[config.mk]
export PLATFORM = sky130hd
export DESIGN_NAME = debug_dump_unit
export DESIGN_NICKNAME = d
export VERILOG_FILES = /design/src/rtl/debug_dump_unit_pkg.sv /design/src/rtl/debug_dump_unit_word_byte_serializer.sv /design/src/rtl/debug_dump_unit.sv
export SDC_FILE = /design/constraint.sdc
export NUM_CORES = 1
export LEC_CHECK = 0
export ABC_AREA = 1
export CORE_ASPECT_RATIO = 0.5
export CORE_MARGIN = 8
export CORE_UTILIZATION = 50
export CTS_CLUSTER_SIZE = 8
export DETAILED_ROUTE_END_ITERATION = 8
export HOLD_SLACK_MARGIN = 0.05
export PLACE_DENSITY = 0.75
export SYNTH_ARGS = -nofsm -noshare
export SYNTH_HDL_FRONTEND = slang
export SYNTH_HIERARCHICAL = 1
export SYNTH_SLANG_ARGS = --single-unit
[constraint.sdc]
create_clock -name ClockIn -period 2.4 [get_ports ClockIn]
set_input_delay 0.48 -clock ClockIn [delete_from_list [all_inputs] [get_ports ClockIn]]
set_output_delay 0.48 -clock ClockIn [all_outputs]
set_load 0.01 [all_outputs]
[src/rtl/debug_dump_unit_pkg.sv]
// Shared definitions for the debug dump unit: FSM state encoding, frame
// framing constants and a frame-length helper.
package debug_dump_unit_pkg;

  // Frame sequencing states. IDLE is all-zero so a cleared register is idle.
  typedef enum logic [2:0] {
    ST_IDLE     = 3'd0,
    ST_SETTLE   = 3'd1,
    ST_HEADER   = 3'd2,
    ST_PC_SEND  = 3'd3,
    ST_LOAD     = 3'd4,
    ST_REG_SEND = 3'd5,
    ST_CKSUM    = 3'd6
  } dump_state_e;

  // First byte of every frame, lets the host resynchronise on the stream.
  localparam logic [7:0] HEADER_BYTE = 8'hA5;

  // Default register count dumped by the unit.
  localparam int DEFAULT_NUM_REGS = 32;

  // Total frame length: header + checksum + PC word + one word per register.
  function automatic int frame_bytes(input int num_regs);
    return 2 + 4 + 4 * num_regs;
  endfunction

  localparam int FRAME_BYTES = 2 + 4 + 4 * DEFAULT_NUM_REGS;

endpackage

[src/rtl/debug_dump_unit_word_byte_serializer.sv]
// Word buffer for the dump unit: holds one 32-bit word (PC or register) and
// walks its bytes least-significant first. Exposes the current byte, the byte
// after it, and a flag marking the last byte of the word.
module debug_dump_unit_word_byte_serializer (
  input  logic        clk_i,
  input  logic        rst_ni,
  input  logic        load_i,
  input  logic        adv_i,
  input  logic [31:0] word_i,
  output logic [7:0]  byte_o,
  output logic [7:0]  next_byte_o,
  output logic        last_o
);

  logic [31:0] word_q;
  logic [1:0]  idx_q;
  logic [1:0]  idx_next_s;

  assign idx_next_s = idx_q + 2'd1;
  assign last_o     = (idx_q == 2'd3);

  // Word buffer and byte index: load restarts at byte 0, advance steps one byte.
  always_ff @(posedge clk_i or negedge rst_ni) begin
    if (!rst_ni) begin
      word_q <= 32'd0;
      idx_q  <= 2'd0;
    end else if (load_i) begin
      word_q <= word_i;
      idx_q  <= 2'd0;
    end else if (adv_i) begin
      idx_q  <= idx_next_s;
    end else begin
      idx_q  <= idx_q;
    end
  end

  // Little-endian byte select for the current index.
  always_comb begin
    byte_o = 8'd0;
    case (idx_q)
      2'd0:    byte_o = word_q[7:0];
      2'd1:    byte_o = word_q[15:8];
      2'd2:    byte_o = word_q[23:16];
      2'd3:    byte_o = word_q[31:24];
      default: byte_o = 8'd0;
    endcase
  end

  // Byte that follows the current one, so the FSM can preload TxData with no
  // bubble between consecutive bytes of a word.
  always_comb begin
    next_byte_o = 8'd0;
    case (idx_next_s)
      2'd0:    next_byte_o = word_q[7:0];
      2'd1:    next_byte_o = word_q[15:8];
      2'd2:    next_byte_o = word_q[23:16];
      2'd3:    next_byte_o = word_q[31:24];
      default: next_byte_o = 8'd0;
    endcase
  end

endmodule

[src/rtl/debug_dump_unit.sv]
// Debug dump unit for the pipelined MIPS core. On a DumpReq rising edge it
// stalls fetch, waits for the pipeline to drain, then streams a framed snapshot
// (header, PC, all registers, XOR checksum) over a valid/ready byte interface.
module debug_dump_unit
  import debug_dump_unit_pkg::*;
#(
  parameter int NUM_REGS      = DEFAULT_NUM_REGS,
  parameter int ADDR_W        = 5,
  parameter int SETTLE_CYCLES = 4
) (
  input  logic              ClockIn,
  input  logic              Reset,
  input  logic              DumpReq,
  input  logic [31:0]       PCIn,
  output logic [ADDR_W-1:0] RegReadAddr,
  input  logic [31:0]       RegReadData,
  output logic              HaltOut,
  output logic [7:0]        TxData,
  output logic              TxValid,
  input  logic              TxReady,
  output logic              Busy,
  output logic              Done
);

  localparam int CNT_W = (SETTLE_CYCLES > 1) ? $clog2(SETTLE_CYCLES) : 1;
  localparam logic [CNT_W-1:0]  SETTLE_LAST = CNT_W'(SETTLE_CYCLES - 1);
  localparam logic [ADDR_W-1:0] ADDR_LAST   = ADDR_W'(NUM_REGS - 1);

  dump_state_e       state_q;
  logic [CNT_W-1:0]  settle_cnt_q;
  logic [ADDR_W-1:0] reg_addr_q;
  logic [7:0]        checksum_q;
  logic [7:0]        tx_data_q;
  logic              tx_valid_q;
  logic              halt_q;
  logic              busy_q;
  logic              done_q;
  logic              dump_req_q;

  logic              xfer_s;
  logic              req_s;
  logic              settle_last_s;
  logic              ser_load_s;
  logic              ser_adv_s;
  logic [31:0]       ser_word_s;
  logic [7:0]        ser_byte_s;
  logic [7:0]        ser_next_byte_s;
  logic              ser_last_s;

  assign xfer_s        = tx_valid_q & TxReady;
  assign req_s         = DumpReq & ~dump_req_q;
  assign settle_last_s = (settle_cnt_q == SETTLE_LAST);

  assign RegReadAddr = reg_addr_q;
  assign HaltOut     = halt_q;
  assign TxData      = tx_data_q;
  assign TxValid     = tx_valid_q;
  assign Busy        = busy_q;
  assign Done        = done_q;

  // Word buffer control: capture PC at the end of settling, capture each
  // register in LOAD, and step through bytes as they are accepted.
  always_comb begin
    ser_load_s = 1'b0;
    ser_adv_s  = 1'b0;
    ser_word_s = 32'd0;
    case (state_q)
      ST_SETTLE: begin
        if (settle_last_s) begin
          ser_load_s = 1'b1;
          ser_word_s = PCIn;
        end else begin
          ser_load_s = 1'b0;
        end
      end
      ST_LOAD: begin
        ser_load_s = 1'b1;
        ser_word_s = RegReadData;
      end
      ST_PC_SEND, ST_REG_SEND: begin
        if (xfer_s && !ser_last_s) begin
          ser_adv_s = 1'b1;
        end else begin
          ser_adv_s = 1'b0;
        end
      end
      default: begin
        ser_load_s = 1'b0;
        ser_adv_s  = 1'b0;
      end
    endcase
  end

  debug_dump_unit_word_byte_serializer u_ser (
    .clk_i       (ClockIn),
    .rst_ni      (Reset),
    .load_i      (ser_load_s),
    .adv_i       (ser_adv_s),
    .word_i      (ser_word_s),
    .byte_o      (ser_byte_s),
    .next_byte_o (ser_next_byte_s),
    .last_o      (ser_last_s)
  );

  // Frame sequencer: state, halt/busy/done flags, byte output register,
  // register index, settle counter, running checksum and request edge detect.
  always_ff @(posedge ClockIn or negedge Reset) begin
    if (!Reset) begin
      state_q      <= ST_IDLE;
      settle_cnt_q <= '0;
      reg_addr_q   <= '0;
      checksum_q   <= 8'd0;
      tx_data_q    <= 8'd0;
      tx_valid_q   <= 1'b0;
      halt_q       <= 1'b0;
      busy_q       <= 1'b0;
      done_q       <= 1'b0;
      dump_req_q   <= 1'b0;
    end else begin
      dump_req_q <= DumpReq;
      done_q     <= 1'b0;
      case (state_q)
        ST_IDLE: begin
          if (req_s) begin
            state_q      <= ST_SETTLE;
            halt_q       <= 1'b1;
            busy_q       <= 1'b1;
            settle_cnt_q <= '0;
            checksum_q   <= 8'd0;
          end
        end
        ST_SETTLE: begin
          if (settle_last_s) begin
            state_q    <= ST_HEADER;
            tx_valid_q <= 1'b1;
            tx_data_q  <= HEADER_BYTE;
          end else begin
            settle_cnt_q <= settle_cnt_q + CNT_W'(1);
          end
        end
        ST_HEADER: begin
          if (xfer_s) begin
            state_q   <= ST_PC_SEND;
            tx_data_q <= ser_byte_s;
          end
        end
        ST_PC_SEND: begin
          if (xfer_s) begin
            checksum_q <= checksum_q ^ tx_data_q;
            if (ser_last_s) begin
              state_q    <= ST_LOAD;
              tx_valid_q <= 1'b0;
              reg_addr_q <= '0;
            end else begin
              tx_data_q  <= ser_next_byte_s;
            end
          end
        end
        ST_LOAD: begin
          // Read data is combinational from the register file, so byte 0 of
          // the word can be presented straight away.
          state_q    <= ST_REG_SEND;
          tx_valid_q <= 1'b1;
          tx_data_q  <= RegReadData[7:0];
        end
        ST_REG_SEND: begin
          if (xfer_s) begin
            checksum_q <= checksum_q ^ tx_data_q;
            if (!ser_last_s) begin
              tx_data_q <= ser_next_byte_s;
            end else if (reg_addr_q == ADDR_LAST) begin
              // The final payload byte is folded in here so the checksum
              // byte is ready in the same cycle.
              state_q   <= ST_CKSUM;
              tx_data_q <= checksum_q ^ tx_data_q;
            end else begin
              state_q    <= ST_LOAD;
              tx_valid_q <= 1'b0;
              reg_addr_q <= reg_addr_q + ADDR_W'(1);
            end
          end
        end
        ST_CKSUM: begin
          if (xfer_s) begin
            state_q    <= ST_IDLE;
            tx_valid_q <= 1'b0;
            tx_data_q  <= 8'd0;
            halt_q     <= 1'b0;
            busy_q     <= 1'b0;
            done_q     <= 1'b1;
          end
        end
        default: begin
          state_q    <= ST_IDLE;
          tx_valid_q <= 1'b0;
          halt_q     <= 1'b0;
          busy_q     <= 1'b0;
        end
      endcase
    end
  end

endmodule
==> flow_metrics.py <==
metrics = {
    "clocking": {
        "numCtsBuffers": 9,
        "cts_resized": 0,
        "cts_sinks": 64,
        "cts_max_level": 3,
        "root_buffer": "clkbuf_16",
        "post_cts_buffers": 0,
        "clk_latency_ns": 0.34,
        "cts_tree": "built",
        "hold_buffers": 0,
        "clk_path_buf_depth": 2,
        "clk_pin_slew_ns": 0.06,
    },
    "place": {
        "post-dp-hpwl_mm": 9.153,
        "gp_congestion": 0.8652,
        "numPortBuffers": 84,
    },
    "setup_path": {
        "critPathBufInv": 1,
        "cpLargestDelayFamily": "simple AND/OR/NAND/NOR gates",
        "slowest_stage": "ha_1",
        "required_ns": 2.67,
        "cp-end-kind": "register",
        "cp-startpoint": "u_ser/idx_q[0]",
        "r2r_cells": 12,
        "cp_max_fo": 16,
        "cp.depth": 12,
        "cpPeakStageDelay_ns": 0.54,
        "cp_common_cell": "nand2_1",
        "worst_r2r_startpoint": "u_ser/idx_q[0]",
        "r2r_slack_ns": 0.29,
        "arrival_ns": 2.38,
        "path_cells": "inv_1 > ha_1 > nand2_1 > nand2_1 > nor2_1 > nor2_1 > nand3_1 > nand2_1 > nor2_1 > nand2_1 > nand3_1 > nand2_1",
        "crit_path_start_kind": "register",
        "path_class": "register to register",
        "r2r_end": "TxData[1]",
        "critPathCapture": "TxData[1]",
    },
    "run": {
        "drv_cap": 0,
    },
    "timing": {
        "finalHoldViolations": 0,
        "fin_crit_ns": 2.111,
        "tightestPinTransition_ns": 0.7765,
        "finClkSkew_ns": 0.007494,
        "setup_viol": 0,
        "slew_headroom": 0.4818,
        "max_freq_mhz": 473.7,
        "tns_ns": 0,
        "rsz0062_at_grt": "false",
        "drv_slew": 0,
        "fin_crit_sh": 0.8796,
    },
    "yosys": {
        "synth_nets": 769,
        "syn_avg_cell_area_um2": 6.705,
        "synth_warnings": 6,
        "synthCells": 688,
        "synth_area_um2": 4613,
        "ys_ff_latch": 64,
        "ys_types": 33,
        "synth_edf_count": 0,
        "ys_seq_area_frac": 0.3472,
        "synthFlopType": "dfrtp_1",
        "postSynth.asyncResetShare": 1.000,
    },
    "power": {
        "ir_drop_v": 0.0005929,
        "report.power.total_uw": 6673,
        "power.leakage_uw": 0.003002,
        "power_density_nw_per_um2": 1154,
    },
    "routing": {
        "firstDrtPassIters": 5,
        "ant_nets": 0,
        "drc": 0,
        "wire_per_inst_um": 14.05,
        "vias_per_cell": 5.232,
        "via_count": 4609,
        "drt-total-wl_mm": 12.38,
        "dr.first_iter.drc_count": 495,
    },
    "die": {
        "initial_utilization": 0.5225,
        "die_y_um": 83.92,
        "num_rows": 24,
        "pin_count": 85,
        "core-area_um2": 8828,
        "die_w_um": 151.8,
        "die-area_um2": 12740,
    },
    "global_routing": {
        "grt_pass1_wl_mm": 21.23,
        "grt_overflow_total": 0,
        "grt_max_degree": 35,
        "track_usage": 0.1971,
        "grt_pass1_vias": 4290,
        "antenna_found_initial": 0,
    },
    "final_layout": {
        "syn_to_final_growth_pct": 25.36,
        "drive_gt1_frac": 0.07592,
        "n_antenna_cell": 0,
        "fillers": 811,
        "nets": 840,
    },
    "hold_path": {
        "hold_path.class": "primary input to async pin",
    },
    "status": {
        "status": "finished, final reports clean",
    },
}
==> through the flow <==
stage / hold WS, ns / area, um^2 / utilization / cells / setup slack (ns)
finish: 0.1033 / 5783 / 0.6550 / 881 / 0.2889
global route: 0.1417 / 5783 / 0.6550 / 881 / 0.08889
CTS: 0.1121 / 5783 / 0.6550 / 881 / 0.3031
detailed placement: 0.4668 / 5428 / 0.6148 / 865 / 0.3365
global placement: 0.4619 / 5428 / 0.6148 / 865 / 0.4555
floorplan: 0.1844 / 4613 / - / 688 / 0.8025
==> synthesized netlist by cell type, types with 2 or more instances <==
cell,number,area share
nand2_1,315,0.26
inv_2,5,0.0041
dfrtp_1,64,0.35
nor2_1,82,0.067
nand4_1,4,0.0054
o21ai_2,2,0.0038
ha_1,13,0.035
buf_2,18,0.020
nand3b_1,8,0.013
nand3_1,57,0.062
nand2_2,4,0.0054
a32o_1,24,0.052
buf_6,7,0.017
nand2_4,7,0.017
buf_4,5,0.0081
inv_1,43,0.035
nor2_2,2,0.0027
o21ai_0,2,0.0022
clkbuf_1,2,0.0016
a21oi_1,9,0.0098
nor2_4,3,0.0073
==> report_power, final <==
part	internal [uW]	leakage (uW)	total [uW]	switching [uW]
sequential	1490	0.000862	1870	382
combinational	1170	0.00197	3250	2080
clock	1070	0.000172	1560	488
total	3720	0.00300	6670	2950
==> worst min-delay path by stage <==
stage,slack (ns),cells past startpoint,end
after floorplan,0.18,0,Busy
after global placement,0.46,1,u_ser/word_q[14]
after detailed placement,0.47,1,u_ser/word_q[14]
after CTS,0.11,1,u_ser/word_q[31]
after global routing,0.14,1,u_ser/word_q[31]
final,0.10,1,u_ser/word_q[31]
==> layer usage <==
layer  track usage  share of wire  routed length [um]  vias to the layer above
li1              -              -                   -                     2309
met1        0.2813           0.51                6265                     2100
met2        0.2827           0.41                5057                      185
met3       0.05504          0.073                 908                       15
met4       0.04996          0.012                 149                        0
met5             0              0                   0                        -
==> layout make-up <==
cell class | instances | area, um^2 | area share
clock buffer | 11 | 252.7 | 0.04370
sequential | 64 | 1602 | 0.2769
timing repair buffer | 96 | 925.9 | 0.1601
clock inverter | 5 | 102.6 | 0.01774
multi-input combinational | 539 | 2565 | 0.4435
inverter | 49 | 188.9 | 0.03267
tap | 117 | 146.4 | 0.02531
==> layout by cell type (no fill, tap or decap) <==
cell / instances
nor3_2: 1
or2_4: 1
inv_2: 5
nand3_1: 57
a21oi_1: 9
clkbuf_8: 2
nand4_1: 4
clkbuf_16: 9
inv_6: 1
o21ai_1: 1
o21ai_4: 1
clkinvlp_4: 1
nand3b_1: 8
xor2_1: 1
nand3_2: 1
nor2_4: 3
nand2_1: 315
nand2_8: 1
o21ai_2: 2
clkinv_2: 1
dfrtp_1: 64
inv_1: 43
ha_1: 13
nor2_1: 82
buf_4: 12
nand2_2: 4
buf_2: 1
clkdlybuf4s50_1: 83
nor2_2: 2
o21ai_0: 2
nand2_4: 7
bufinv_16: 3
a32o_1: 24
==> kinds of logic after synthesis <==
family          after synthesis  synth area share
simple gates                486            0.4464
compound gates               39           0.07242
flops                        64            0.3472
xor+xnor                      1          0.001899
fa+ha+maj                    13           0.03526
buf+inv                      85           0.09683
==> state kept, by name, indices dropped and copies added, names as in the netlist <==
signal,cells
u_ser/word_q,32
TxData,8
checksum_q,8
RegReadAddr,5
state_q,3
settle_cnt_q,2
u_ser/idx_q,2
Busy,1
Done,1
TxValid,1
dump_req_q,1
Power figures use the tool's default switching activity.
